`src/rtl/mc_control_fsm_pkg.sv`:
```
// mc_control_fsm_pkg: shared state, opcode, funct and datapath-select codes for the multicycle controller
package mc_control_fsm_pkg;

    typedef enum logic [3:0] {
        S_FETCH   = 4'd0,
        S_DECODE  = 4'd1,
        S_MEMADR  = 4'd2,
        S_MEMRD   = 4'd3,
        S_MEMWB   = 4'd4,
        S_MEMWR   = 4'd5,
        S_RTYPEEX = 4'd6,
        S_ALUWB   = 4'd7,
        S_BEQEX   = 4'd8,
        S_ADDIEX  = 4'd9,
        S_ADDIWB  = 4'd10,
        S_JEX     = 4'd11
    } state_t;

    localparam logic [5:0] OP_RTYPE = 6'b000000;
    localparam logic [5:0] OP_LW    = 6'b100011;
    localparam logic [5:0] OP_SW    = 6'b101011;
    localparam logic [5:0] OP_BEQ   = 6'b000100;
    localparam logic [5:0] OP_ADDI  = 6'b001000;
    localparam logic [5:0] OP_J     = 6'b000010;

    localparam logic [5:0] FN_ADD = 6'b100000;
    localparam logic [5:0] FN_SUB = 6'b100010;
    localparam logic [5:0] FN_AND = 6'b100100;
    localparam logic [5:0] FN_OR  = 6'b100101;
    localparam logic [5:0] FN_SLT = 6'b101010;

    localparam logic [2:0] ALU_ADD = 3'b010;
    localparam logic [2:0] ALU_SUB = 3'b110;
    localparam logic [2:0] ALU_AND = 3'b000;
    localparam logic [2:0] ALU_OR  = 3'b001;
    localparam logic [2:0] ALU_SLT = 3'b111;

    localparam logic [1:0] ALUOP_ADD = 2'b00;
    localparam logic [1:0] ALUOP_SUB = 2'b01;
    localparam logic [1:0] ALUOP_FN  = 2'b10;

    localparam logic [1:0] SRCB_B   = 2'b00;
    localparam logic [1:0] SRCB_4   = 2'b01;
    localparam logic [1:0] SRCB_IMM = 2'b10;
    localparam logic [1:0] SRCB_BR  = 2'b11;

    localparam logic [1:0] PC_ALU    = 2'b00;
    localparam logic [1:0] PC_ALUOUT = 2'b01;
    localparam logic [1:0] PC_JUMP   = 2'b10;

    function automatic logic op_legal(input logic [5:0] op);
        return op == OP_LW || op == OP_SW || op == OP_RTYPE ||
               op == OP_BEQ || op == OP_ADDI || op == OP_J;
    endfunction

endpackage

```
`src/rtl/mc_control_fsm_alu_decoder.sv`:
```
// mc_control_fsm_alu_decoder: maps ALUOp and funct to the 3-bit ALU control code
module mc_control_fsm_alu_decoder
    import mc_control_fsm_pkg::*;
#(
    parameter int FNW = 6
) (
    input  logic [1:0]     alu_op,
    input  logic [FNW-1:0] funct,
    output logic [2:0]     alu_control
);

    logic [2:0] fn_ctl;

    always_comb begin
        fn_ctl = funct == FN_ADD ? ALU_ADD :
                 funct == FN_SUB ? ALU_SUB :
                 funct == FN_AND ? ALU_AND :
                 funct == FN_OR  ? ALU_OR  :
                 funct == FN_SLT ? ALU_SLT : ALU_ADD;
        alu_control = alu_op == ALUOP_SUB ? ALU_SUB :
                      alu_op == ALUOP_FN  ? fn_ctl  : ALU_ADD;
    end

endmodule

```
`src/rtl/mc_control_fsm.sv`:
```
// mc_control_fsm: Moore controller sequencing the multicycle datapath through fetch/decode/execute/writeback
module mc_control_fsm
    import mc_control_fsm_pkg::*;
#(
    parameter int OPW     = 6,
    parameter int FNW     = 6,
    parameter int STATE_W = 4
) (
    input  logic               CLK,
    input  logic               RESET,
    input  logic [OPW-1:0]     Op,
    input  logic [FNW-1:0]     Funct,
    input  logic               Zero,
    output logic               IorD,
    output logic               MemWrite,
    output logic               IRWrite,
    output logic               RegDst,
    output logic               MemtoReg,
    output logic               RegWrite,
    output logic               ALUSrcA,
    output logic [1:0]         ALUSrcB,
    output logic [2:0]         ALUControl,
    output logic [1:0]         PCSrc,
    output logic               PCEn,
    output logic               Illegal,
    output logic [STATE_W-1:0] State
);

    state_t     state, state_next;
    logic [1:0] alu_op;
    logic       pc_write, branch, ir_write, mem_write, reg_write;

    always_ff @(posedge CLK or posedge RESET) begin
        if (RESET) state <= S_FETCH;
        else       state <= state_next;
    end

    always_comb begin
        state_next = S_FETCH;
        case (state)
            S_FETCH:   state_next = S_DECODE;
            S_DECODE:  state_next = (Op == OP_LW || Op == OP_SW) ? S_MEMADR  :
                                    Op == OP_RTYPE               ? S_RTYPEEX :
                                    Op == OP_BEQ                 ? S_BEQEX   :
                                    Op == OP_ADDI                ? S_ADDIEX  :
                                    Op == OP_J                   ? S_JEX     : S_FETCH;
            S_MEMADR:  state_next = Op == OP_SW ? S_MEMWR : S_MEMRD;
            S_MEMRD:   state_next = S_MEMWB;
            S_RTYPEEX: state_next = S_ALUWB;
            S_ADDIEX:  state_next = S_ADDIWB;
            default:   state_next = S_FETCH;
        endcase
    end

    always_comb begin
        IorD      = 1'b0;
        RegDst    = 1'b0;
        MemtoReg  = 1'b0;
        ALUSrcA   = 1'b0;
        ALUSrcB   = SRCB_B;
        PCSrc     = PC_ALU;
        Illegal   = 1'b0;
        alu_op    = ALUOP_ADD;
        pc_write  = 1'b0;
        branch    = 1'b0;
        ir_write  = 1'b0;
        mem_write = 1'b0;
        reg_write = 1'b0;
        case (state)
            S_FETCH:   begin ir_write = 1'b1; ALUSrcB = SRCB_4; pc_write = 1'b1; end
            S_DECODE:  begin ALUSrcB = SRCB_BR; Illegal = ~op_legal(Op); end
            S_MEMADR:  begin ALUSrcA = 1'b1; ALUSrcB = SRCB_IMM; end
            S_MEMRD:   IorD = 1'b1;
            S_MEMWB:   begin reg_write = 1'b1; MemtoReg = 1'b1; end
            S_MEMWR:   begin IorD = 1'b1; mem_write = 1'b1; end
            S_RTYPEEX: begin ALUSrcA = 1'b1; alu_op = ALUOP_FN; end
            S_ALUWB:   begin RegDst = 1'b1; reg_write = 1'b1; end
            S_BEQEX:   begin ALUSrcA = 1'b1; alu_op = ALUOP_SUB; PCSrc = PC_ALUOUT; branch = 1'b1; end
            S_ADDIEX:  begin ALUSrcA = 1'b1; ALUSrcB = SRCB_IMM; end
            S_ADDIWB:  reg_write = 1'b1;
            S_JEX:     begin PCSrc = PC_JUMP; pc_write = 1'b1; end
            default:   ;
        endcase
    end

    // Write enables are gated by RESET so nothing commits while the FSM is held in FETCH
    assign PCEn     = ~RESET & (pc_write | (branch & Zero));
    assign IRWrite  = ~RESET & ir_write;
    assign MemWrite = ~RESET & mem_write;
    assign RegWrite = ~RESET & reg_write;
    assign State    = STATE_W'(state);

    mc_control_fsm_alu_decoder #(.FNW(FNW)) u_alu_decoder (
        .alu_op      (alu_op),
        .funct       (Funct),
        .alu_control (ALUControl)
    );

endmodule

```
`config.mk`:
```
export PLATFORM = sky130hd
export DESIGN_NAME = mc_control_fsm
export DESIGN_NICKNAME = d
export VERILOG_FILES = /design/src/rtl/mc_control_fsm_pkg.sv /design/src/rtl/mc_control_fsm_alu_decoder.sv /design/src/rtl/mc_control_fsm.sv
export SDC_FILE = /design/constraint.sdc
export NUM_CORES = 1
export LEC_CHECK = 0
export CELL_PAD_IN_SITES_DETAIL_PLACEMENT = 0
export CELL_PAD_IN_SITES_GLOBAL_PLACEMENT = 1
export CORE_ASPECT_RATIO = 0.8
export CORE_MARGIN = 2
export CORE_UTILIZATION = 25
export CTS_CLUSTER_DIAMETER = 200
export DETAILED_ROUTE_END_ITERATION = 8
export PLACE_DENSITY = 0.81
export SLEW_MARGIN = 20
export SYNTH_ARGS = -nofsm -noshare
export SYNTH_HDL_FRONTEND = slang
export SYNTH_HIERARCHICAL = 1
export SYNTH_SLANG_ARGS = --single-unit
```
`constraint.sdc`:
```
create_clock -name CLK -period 4.5 [get_ports CLK]
set_clock_uncertainty 0.2 [all_clocks]
set_input_delay 0.45 -clock CLK [delete_from_list [all_inputs] [get_ports CLK]]
set_output_delay 0.45 -clock CLK [all_outputs]
set_load 0.1 [all_outputs]
```
==> results of run 1 <==
==> stage by stage <==
step	hold WS (ns)	cells	worst slack, ns	utilization, %
floorplan	0.01608	71	0.1814	-
global placement	0.4414	124	1.278	45.37
detailed placement	0.4400	124	1.195	45.37
CTS	0.3419	127	0.9233	46.53
global route	0.3781	127	0.7869	46.53
finish	0.3432	127	0.9172	46.53
==> per-layer routing <==
| layer | GRT usage, % | vias to the layer above |
|---|---|---|
| met5 | 0 | - |
| li1 | - | 337 |
| met1 | 18.93 | 287 |
| met4 | 2.927 | 0 |
| met3 | 3.125 | 0 |
| met2 | 22.14 | 23 |
==> cell usage in the layout, fill, tap and decap left out, drive strengths merged <==
master         count
nor3               8
nor4               1
nand2              2
o2111ai            1
nand3              2
nor2               9
nor4b              2
or2                1
o21a               1
and3               3
o211ai             1
a211oi             2
a311oi             1
clkdlybuf4s50     33
dfrtp              4
and4b              1
buf                1
a32o               1
o221ai             1
a21oi              4
inv                4
a221oi             1
nand2b             4
nand4              2
o21ai              4
xor2               3
and4bb             3
clkbuf             3
==> cell usage after synthesis <==
master,count,share of area (%)
nor4_2,1,2.3
and3_1,2,2.3
dfrtp_1,4,19
o211ai_1,1,1.4
and4b_1,1,1.9
a311oi_1,1,1.6
a32o_1,1,1.9
a21oi_1,4,3.7
a221oi_2,1,2.8
and3_4,1,2.1
inv_1,2,1.4
buf_2,4,3.7
nand3_1,2,1.9
nand2_1,2,1.4
o21ai_0,2,1.9
buf_4,1,1.4
nor4b_1,1,1.6
o2111ai_1,1,1.6
nor3_1,8,7.5
a211oi_1,2,2.8
nor2_2,1,1.2
and4bb_2,2,4.7
o221ai_1,1,1.6
o21ai_1,2,1.9
nor4b_2,1,2.8
nand4_1,2,2.3
xor2_1,3,4.9
nor2_1,8,5.6
o21a_1,1,1.4
inv_2,2,1.4
nand2b_1,4,4.7
or2_1,1,1.2
and4bb_1,1,2.3
==> worst max path at each step <==
stage                     slack (ns)  depth (start not counted)            end
after floorplan                 0.18                          3           PCEn
after global placement          1.28                          5  ALUControl[2]
after detailed placement        1.20                          5  ALUControl[2]
after CTS                       0.92                          5  ALUControl[2]
after global routing            0.79                          5  ALUControl[2]
final                           0.92                          5  ALUControl[2]
==> critical path, cell delays in order, from the launching register on <==
cell and delay [ns]:
dfrtp_1 0.66, nand2b_1 0.30, nor3_1 0.10, and4bb_1 0.33, a32o_1 0.18, clkdlybuf4s50_1 1.13
==> report_power, final <==
group / internal [mW] / leakage (nW) / switching, mW
sequential: 0.0459 / 0.0530 / 0.0416
clock: 0.0298 / 0.0138 / 0.0141
combinational: 0.125 / 0.250 / 0.407
total: 0.201 / 0.317 / 0.463
==> cell families (layout without fill, tap and decap cells) <==
group           after synthesis  after routing
flops                         4              4
buf+inv                       9             41
compound gates               17             17
xor+xnor                      3              3
simple gates                 38             38
==> layout make-up <==
cell class,instances,area (sq um),area share [%]
timing repair buffer,34,337.8,37.34
clock buffer,3,22.52,2.490
tap,24,30.03,3.320
multi-input combinational,58,399.1,44.12
inverter,4,15.01,1.660
sequential,4,100.1,11.07
==> results.yml, run 1 <==
run_status:
  outcome: "completed"
critical_path:
  endpoint_kind: "output pin"
  rrSetupSlack_ns: 3.01
  cp_max_fo: 16
  worstPathArrival_ns: 2.93
  startpoint_type: "flop"
  path_class: "reg2out"
  crit_start: "State[2]"
  cp.required_ns: 3.85
  r2r-end: "State[1]"
  r2r-start: "State[1]"
  worstRegToRegCells: 3
placement:
  port_buffers: 34
  gp_congestion: 0.6949
  hpwl_um: 1282
  place_area_sq_um: 882.1
yosys:
  yosys.area_share.simple_pct: 45.79
  synth_cells: 71
  ys_seq_area_share_pct: 18.69
  postSynthAreaPerCell_sq_um: 7.542
  synth_compound_area_share_pct: 22.66
  synthAdderAreaFrac_pct: 0
  synth_xor_area_share_pct: 4.907
  synth.area.mux_share_pct: 0
  synth_top_family_by_area: "simple AND/OR/NAND/NOR gates"
  netlist_area_sq_um: 535.5
  syn_nets: 86
  ys_types: 33
  ys_ff_latch: 4
  synth.yosys.warnings: 6
cells_and_area:
  stdcell_area_sq_um: 904.6
  largest_register_ffs: 4
  fin_nets: 120
  layout-drive-gt1-share_pct: 13.59
  n_antenna_cell: 0
  fill_cells: 196
  syn2layout_area_growth_pct: 68.93
clock_tree:
  cts.reportedPaths.clkPinSlew_ns: 0.04
  postCtsHoldBufs: 0
  htreeDepth: 1
  cts_resized: 0
  cts_buffers: 3
  root_buffer: "clkbuf_4"
  cts_tree: "built"
  clk_path_buf_depth: 2
  cts.sinks: 4
  post_cts_buffers: 0
  clkLatencyLatePin_ns: 0.23
detailed_routing:
  dr.pass1.iters: 4
  wl_met3_um: 87
  drc_errors: 0
  drt_wl_total_um: 1657
  antenna_left: 0
  vias: 647
  met1_length_um: 830
  vias_per_cell: 5.094
  dr.max_layer_used: "met3"
  routedWlPerCell_um: 13.05
  route.met2.wl_um: 739
  drt_iter0_markers: 13
sta:
  finalSetupTns_ns: 0
  hold_viol: 0
  rsz0062_at_grt: "false"
  timing.final.crit_share_pct: 79.62
  worstMarginPinSlew_ns: 0.9732
  fmax_ghz: 0.2791
  slew_viol_final: 0
  timing.slew.headroom_pct: 34.92
  setup_violations: 0
  min_period_ns: 3.583
global_routing:
  grt_pass1_wl_um: 2760
  grt_overflow: 0
  grt_pass1_vias: 589
  grt_usage_pct: 13.69
  grt_start_max_net_pins: 17
  antenna_found_initial: 0
power:
  power.density_mw_per_mm2: 733.6
  totalPowerFinal_mw: 0.6637
  power.leakage_nw: 0.3171
  ir_drop_mv: 0.3945
floorplanning:
  placementRows: 14
  die-area_sq_mm: 0.002531
  io_pins: 35
  start_util_pct: 27.54
  fp.coreArea_sq_mm: 0.001944
  die_h_um: 45.40
  die_x_um: 55.75
min_path:
  hp-class: "in2async"
job:
  drv_cap: 0
Note: power is estimated with default switching activity, not from simulation.
==> inputs of run 2 (changes only) <==
CORE_UTILIZATION = 23   (was 25)
PLACE_DENSITY = 0.75   (was 0.81)
clock period = 3.4 ns   (was 4.5 ns; I/O delays follow)
==> results.yml, run 2 (synthesis gave the netlist of run 1 again) <==
critical_path:
  cp_cell_sequence: "nand2b_1 > nor3_1 > and4bb_1 > a32o_1 > buf_4"
  path_class: "reg2out"
  startpoint_type: "flop"
  worstPathArrival_ns: 2.10
  cp.required_ns: 2.86
  cp_max_fo: 16
  cp_slowest_cell: "dfrtp_1"
  cpPeakStageDelay_ns: 0.57
  endpoint_kind: "output pin"
sta:
  setup_violations: 0
  worstMarginPinSlew_ns: 0.5769
  timing.slew.headroom_pct: 61.54
  rsz0062_at_grt: "false"
  hold_viol: 0
  timing.final.crit_share_pct: 77.73
  whs_ns: 0.2835
  slew_viol_final: 0
  min_period_ns: 2.643
  fmax_ghz: 0.3784
cells_and_area:
  final_cell_mix: "buf_4, clkdlybuf4s50_1, nor2_1"
  fin_util_pct: 40.75
  n_antenna_cell: 0
  fill_cells: 232
  largest_register_ffs: 4
  fin_nets: 120
  layout-drive-gt1-share_pct: 37.86
  final_common_cell: "buf_4"
  syn2layout_area_growth_pct: 65.65
power:
  power.density_mw_per_mm2: 988.0
  power.leakage_nw: 0.3553
  ir_drop_mv: 0.5011
floorplanning:
  io_pins: 35
  die-area_sq_mm: 0.002733
  placementRows: 15
  start_util_pct: 24.60
  die_x_um: 57.95
  die_h_um: 47.16
  fp.coreArea_sq_mm: 0.002177
job:
  drv_cap: 0
min_path:
  hp-class: "in2async"
detailed_routing:
  routedWlPerCell_um: 13.15
  drc_errors: 0
  antenna_left: 0
  vias_per_cell: 5.188
  vias: 664
  dr.pass1.iters: 4
  drt_wl_total_um: 1683
  drt_iter0_markers: 6
clock_tree:
  cts.sinks: 4
  clk_path_buf_depth: 2
  cts_buffers: 3
  post_cts_buffers: 0
  cts.reportedPaths.clkPinSlew_ns: 0.04
  clkLatencyLatePin_ns: 0.24
  cts_resized: 0
  postCtsHoldBufs: 0
  root_buffer: "clkbuf_4"
  cts_tree: "built"
  htreeDepth: 1
placement:
  port_buffers: 34
  gp_congestion: 0.6971
  hpwl_um: 1285
global_routing:
  grt_pass1_wl_um: 2546
  grt_start_max_net_pins: 17
  antenna_found_initial: 0
  grt_usage_pct: 12.08
  grt_overflow: 0
  grt_pass1_vias: 599
run_status:
  outcome: "completed"
[run 2: final timing paths]
path / to / startpoint / slack, ns / cells past startpoint
worst min-delay path: State[2] / RESET / 0.28 / 2
max in group asynchronous: State[3] / RESET / 2.56 / 2
worst min register to register: State[0] / State[3] / 0.47 / 1
worst max register to register: State[1] / State[1] / 1.82 / 3
worst max-delay path: ALUControl[2] / State[2] / 0.76 / 5
min in group CLK: State[0] / State[3] / 0.47 / 1
[run 2: per-layer routing]
layer  vias to the layer above  wire [um]  GRT usage [%]
met5                         -          0              0
met4                         0         14          5.581
met3                         2        122          2.479
met2                        22        710          18.18
met1                       305        836          16.75
li1                        335          -              -
[run 2: metrics by stage]
stage / cell area (sq um) / power [mW] / std cells / setup slack, ns / TNS [ns]
detailed placement: 864.6 / 0.8182 / 125 / 1.007 / 0
finish: 887.1 / 0.8765 / 128 / 0.7572 / 0
floorplan: 570.5 / 0.6783 / 71 / -0.01820 / -0.02586
global placement: 864.6 / 0.8209 / 125 / 0.9641 / 0
global route: 887.1 / 0.9110 / 128 / 0.6266 / 0
CTS: 887.1 / 0.8812 / 128 / 0.7425 / 0
[run 2: final cells by class]
| cell class | instances | area, sq um | area share [%] |
|---|---|---|---|
| Sequential cell | 4 | 100.1 | 11.28 |
| Multi-Input combinational cell | 58 | 427.9 | 48.24 |
| Tap cell | 25 | 31.28 | 3.526 |
| Timing Repair Buffer | 34 | 290.3 | 32.72 |
| Clock buffer | 3 | 22.52 | 2.539 |
| Inverter | 4 | 15.01 | 1.693 |
[run 2: power by group]
part	internal [mW]	switching [mW]	total, mW
registers	0.0605	0.0626	0.123
logic	0.152	0.542	0.694
clock network	0.0395	0.0199	0.0594
total	0.252	0.625	0.876
[run 2: worst max-delay path: cells and delay by family, from the launching register on]
kind | cells | cell delay [ns]
compound gates | 1 | 0.25
flops | 1 | 0.57
simple gates | 3 | 0.82
buf+inv | 1 | 0.23
==> inputs of run 3 (changes only) <==
CORE_UTILIZATION = 21   (was 23)
PLACE_DENSITY = 0.72   (was 0.75)
clock period = 2.25 ns   (was 3.4 ns; I/O delays follow)
==> results.yml, run 3 (synthesis gave the netlist of run 1 again) <==
critical_path:
  r2r-start: "State[0]"
  worstRegToRegCells: 4
  r2r-end: "State[1]"
  cp_max_fo: 3
  worstPathArrival_ns: 1.74
  startpoint_type: "flop"
  rrSetupSlack_ns: 0.63
  cp.required_ns: 1.82
  endpoint_kind: "output pin"
  path_class: "reg2out"
  crit_start: "State[2]"
cells_and_area:
  syn2layout_area_growth_pct: 148.4
  final_common_cell: "buf_12"
  n_antenna_cell: 0
  fill_cells: 221
  stdcell_area_sq_mm: 0.001330
  layout-drive-gt1-share_pct: 58.93
  largest_register_ffs: 4
  final_cell_mix: "buf_12, clkdlybuf4s50_1, buf_4"
  fin_nets: 129
clock_tree:
  htreeDepth: 1
  cts_tree: "built"
  root_buffer: "clkbuf_4"
  cts.sinks: 4
  postCtsHoldBufs: 0
  clk_path_buf_depth: 2
  cts.reportedPaths.clkPinSlew_ns: 0.04
  cts_buffers: 3
  clkLatencyLatePin_ns: 0.23
global_routing:
  grt_pass1_wl_um: 3118
  antenna_found_initial: 0
  use_met2_pct: 20.65
  use_met1_pct: 20.78
  grt_pass1_vias: 655
  grt_usage_pct: 13.74
  busiest_layer: "met1"
  grt_overflow: 0
  grt_start_max_net_pins: 15
  grt_use_met3_pct: 1.592
detailed_routing:
  drc_errors: 0
  vias_per_cell: 4.703
  drt_iter0_markers: 24
  routedWlPerCell_um: 12.77
  antenna_left: 0
  drt_wl_total_um: 1890
  vias: 696
  dr.pass1.iters: 3
placement:
  gp_congestion: 0.8014
  place_area_sq_mm: 0.001274
  port_buffers: 34
  hpwl_um: 1583
floorplanning:
  start_util_pct: 21.93
  die-area_sq_mm: 0.002973
  placementRows: 16
  die_h_um: 49.17
  io_pins: 35
  fp.coreArea_sq_mm: 0.002442
  die_x_um: 60.46
sta:
  fmax_ghz: 0.4611
  timing.slew.headroom_pct: 70.50
  hold_viol: 0
  timing.final.crit_share_pct: 96.38
  whs_ns: 0.2968
  worstMarginPinSlew_ns: 0.4412
  setup_violations: 0
  min_period_ns: 2.169
  slew_viol_final: 0
  rsz0062_at_grt: "false"
job:
  drv_cap: 0
power:
  ir_drop_mv: 0.4437
  p_comb_share_pct: 85.5
  seqPwrFrac_pct: 9.5
  power.switching_mw: 1.075
  totalPowerFinal_mw: 1.760
  power.density_mw_per_mm2: 1324
  pwr-share-clk_pct: 5.0
  p_int_mw: 0.6852
  power.leakage_nw: 0.4790
  swShare_pct: 61.07
run_status:
  outcome: "completed"
min_path:
  hp-class: "in2async"
==> run 3: changes by cell type in the layout (fill, tap and decap cells not counted), sizes merged <==
cell,change
buf,+9
==> run 3: how the worst max path moves through the flow <==
stage                          endpoint
after detailed placement        Illegal
after global routing      ALUControl[2]
final                     ALUControl[2]
after floorplan                 IRWrite
after global placement          Illegal
after CTS                 ALUControl[2]
==> run 3: power groups by stage <==
stage | clock [mW] | sequential (mW) | combinational (mW)
after global placement | 0 | 0.170 | 1.49
after detailed placement | 0 | 0.171 | 1.49
after CTS | 0.0890 | 0.170 | 1.49
after floorplan | 0 | 0.295 | 0.909
after global routing | 0.0965 | 0.172 | 1.56
final | 0.0883 | 0.167 | 1.50
==> run 3: layer usage <==
layer / part of all wire (%) / vias to the layer above
li1: - / 355
met1: 50 / 322
met2: 46 / 17
met3: 3.2 / 2
met4: 0.63 / 0
met5: 0 / -
==> run 3: critical path: stages, from the launching register on <==
cell      delay (ns)
dfrtp_4         0.47
nand2b_1        0.17
nor3_2          0.16
and4bb_4        0.25
a32o_4          0.29
buf_12          0.16
==> run 3: per-stage QoR <==
stage / cells / setup TNS, ns / utilization, % / worst slack [ns]
2_1_floorplan: 71 / -0.3009 / - / -0.1114
3_3_place_gp: 142 / 0 / 52.15 / 0.2013
3_5_place_dp: 142 / 0 / 52.15 / 0.1823
4_1_cts: 145 / 0 / 53.07 / 0.02031
5_1_grt: 148 / 0 / 54.46 / 0.01457
6_report: 148 / 0 / 54.46 / 0.08139
==> run 3: repair_timing <==
action                                  4_1_cts  5_1_grt
buffers inserted                              0        3
gates resized for setup                       0        2
endpoints found under the setup margin        0        1
==> run 3: final cells by class <==
| class | count | area, sq um | area share [%] |
|---|---|---|---|
| sequential | 4 | 115.1 | 8.655 |
| multi-input combinational | 58 | 569.3 | 42.80 |
| tap | 36 | 45.04 | 3.387 |
| timing repair buffer | 43 | 558.0 | 41.96 |
| inverter | 4 | 20.02 | 1.505 |
| clock buffer | 3 | 22.52 | 1.693 |
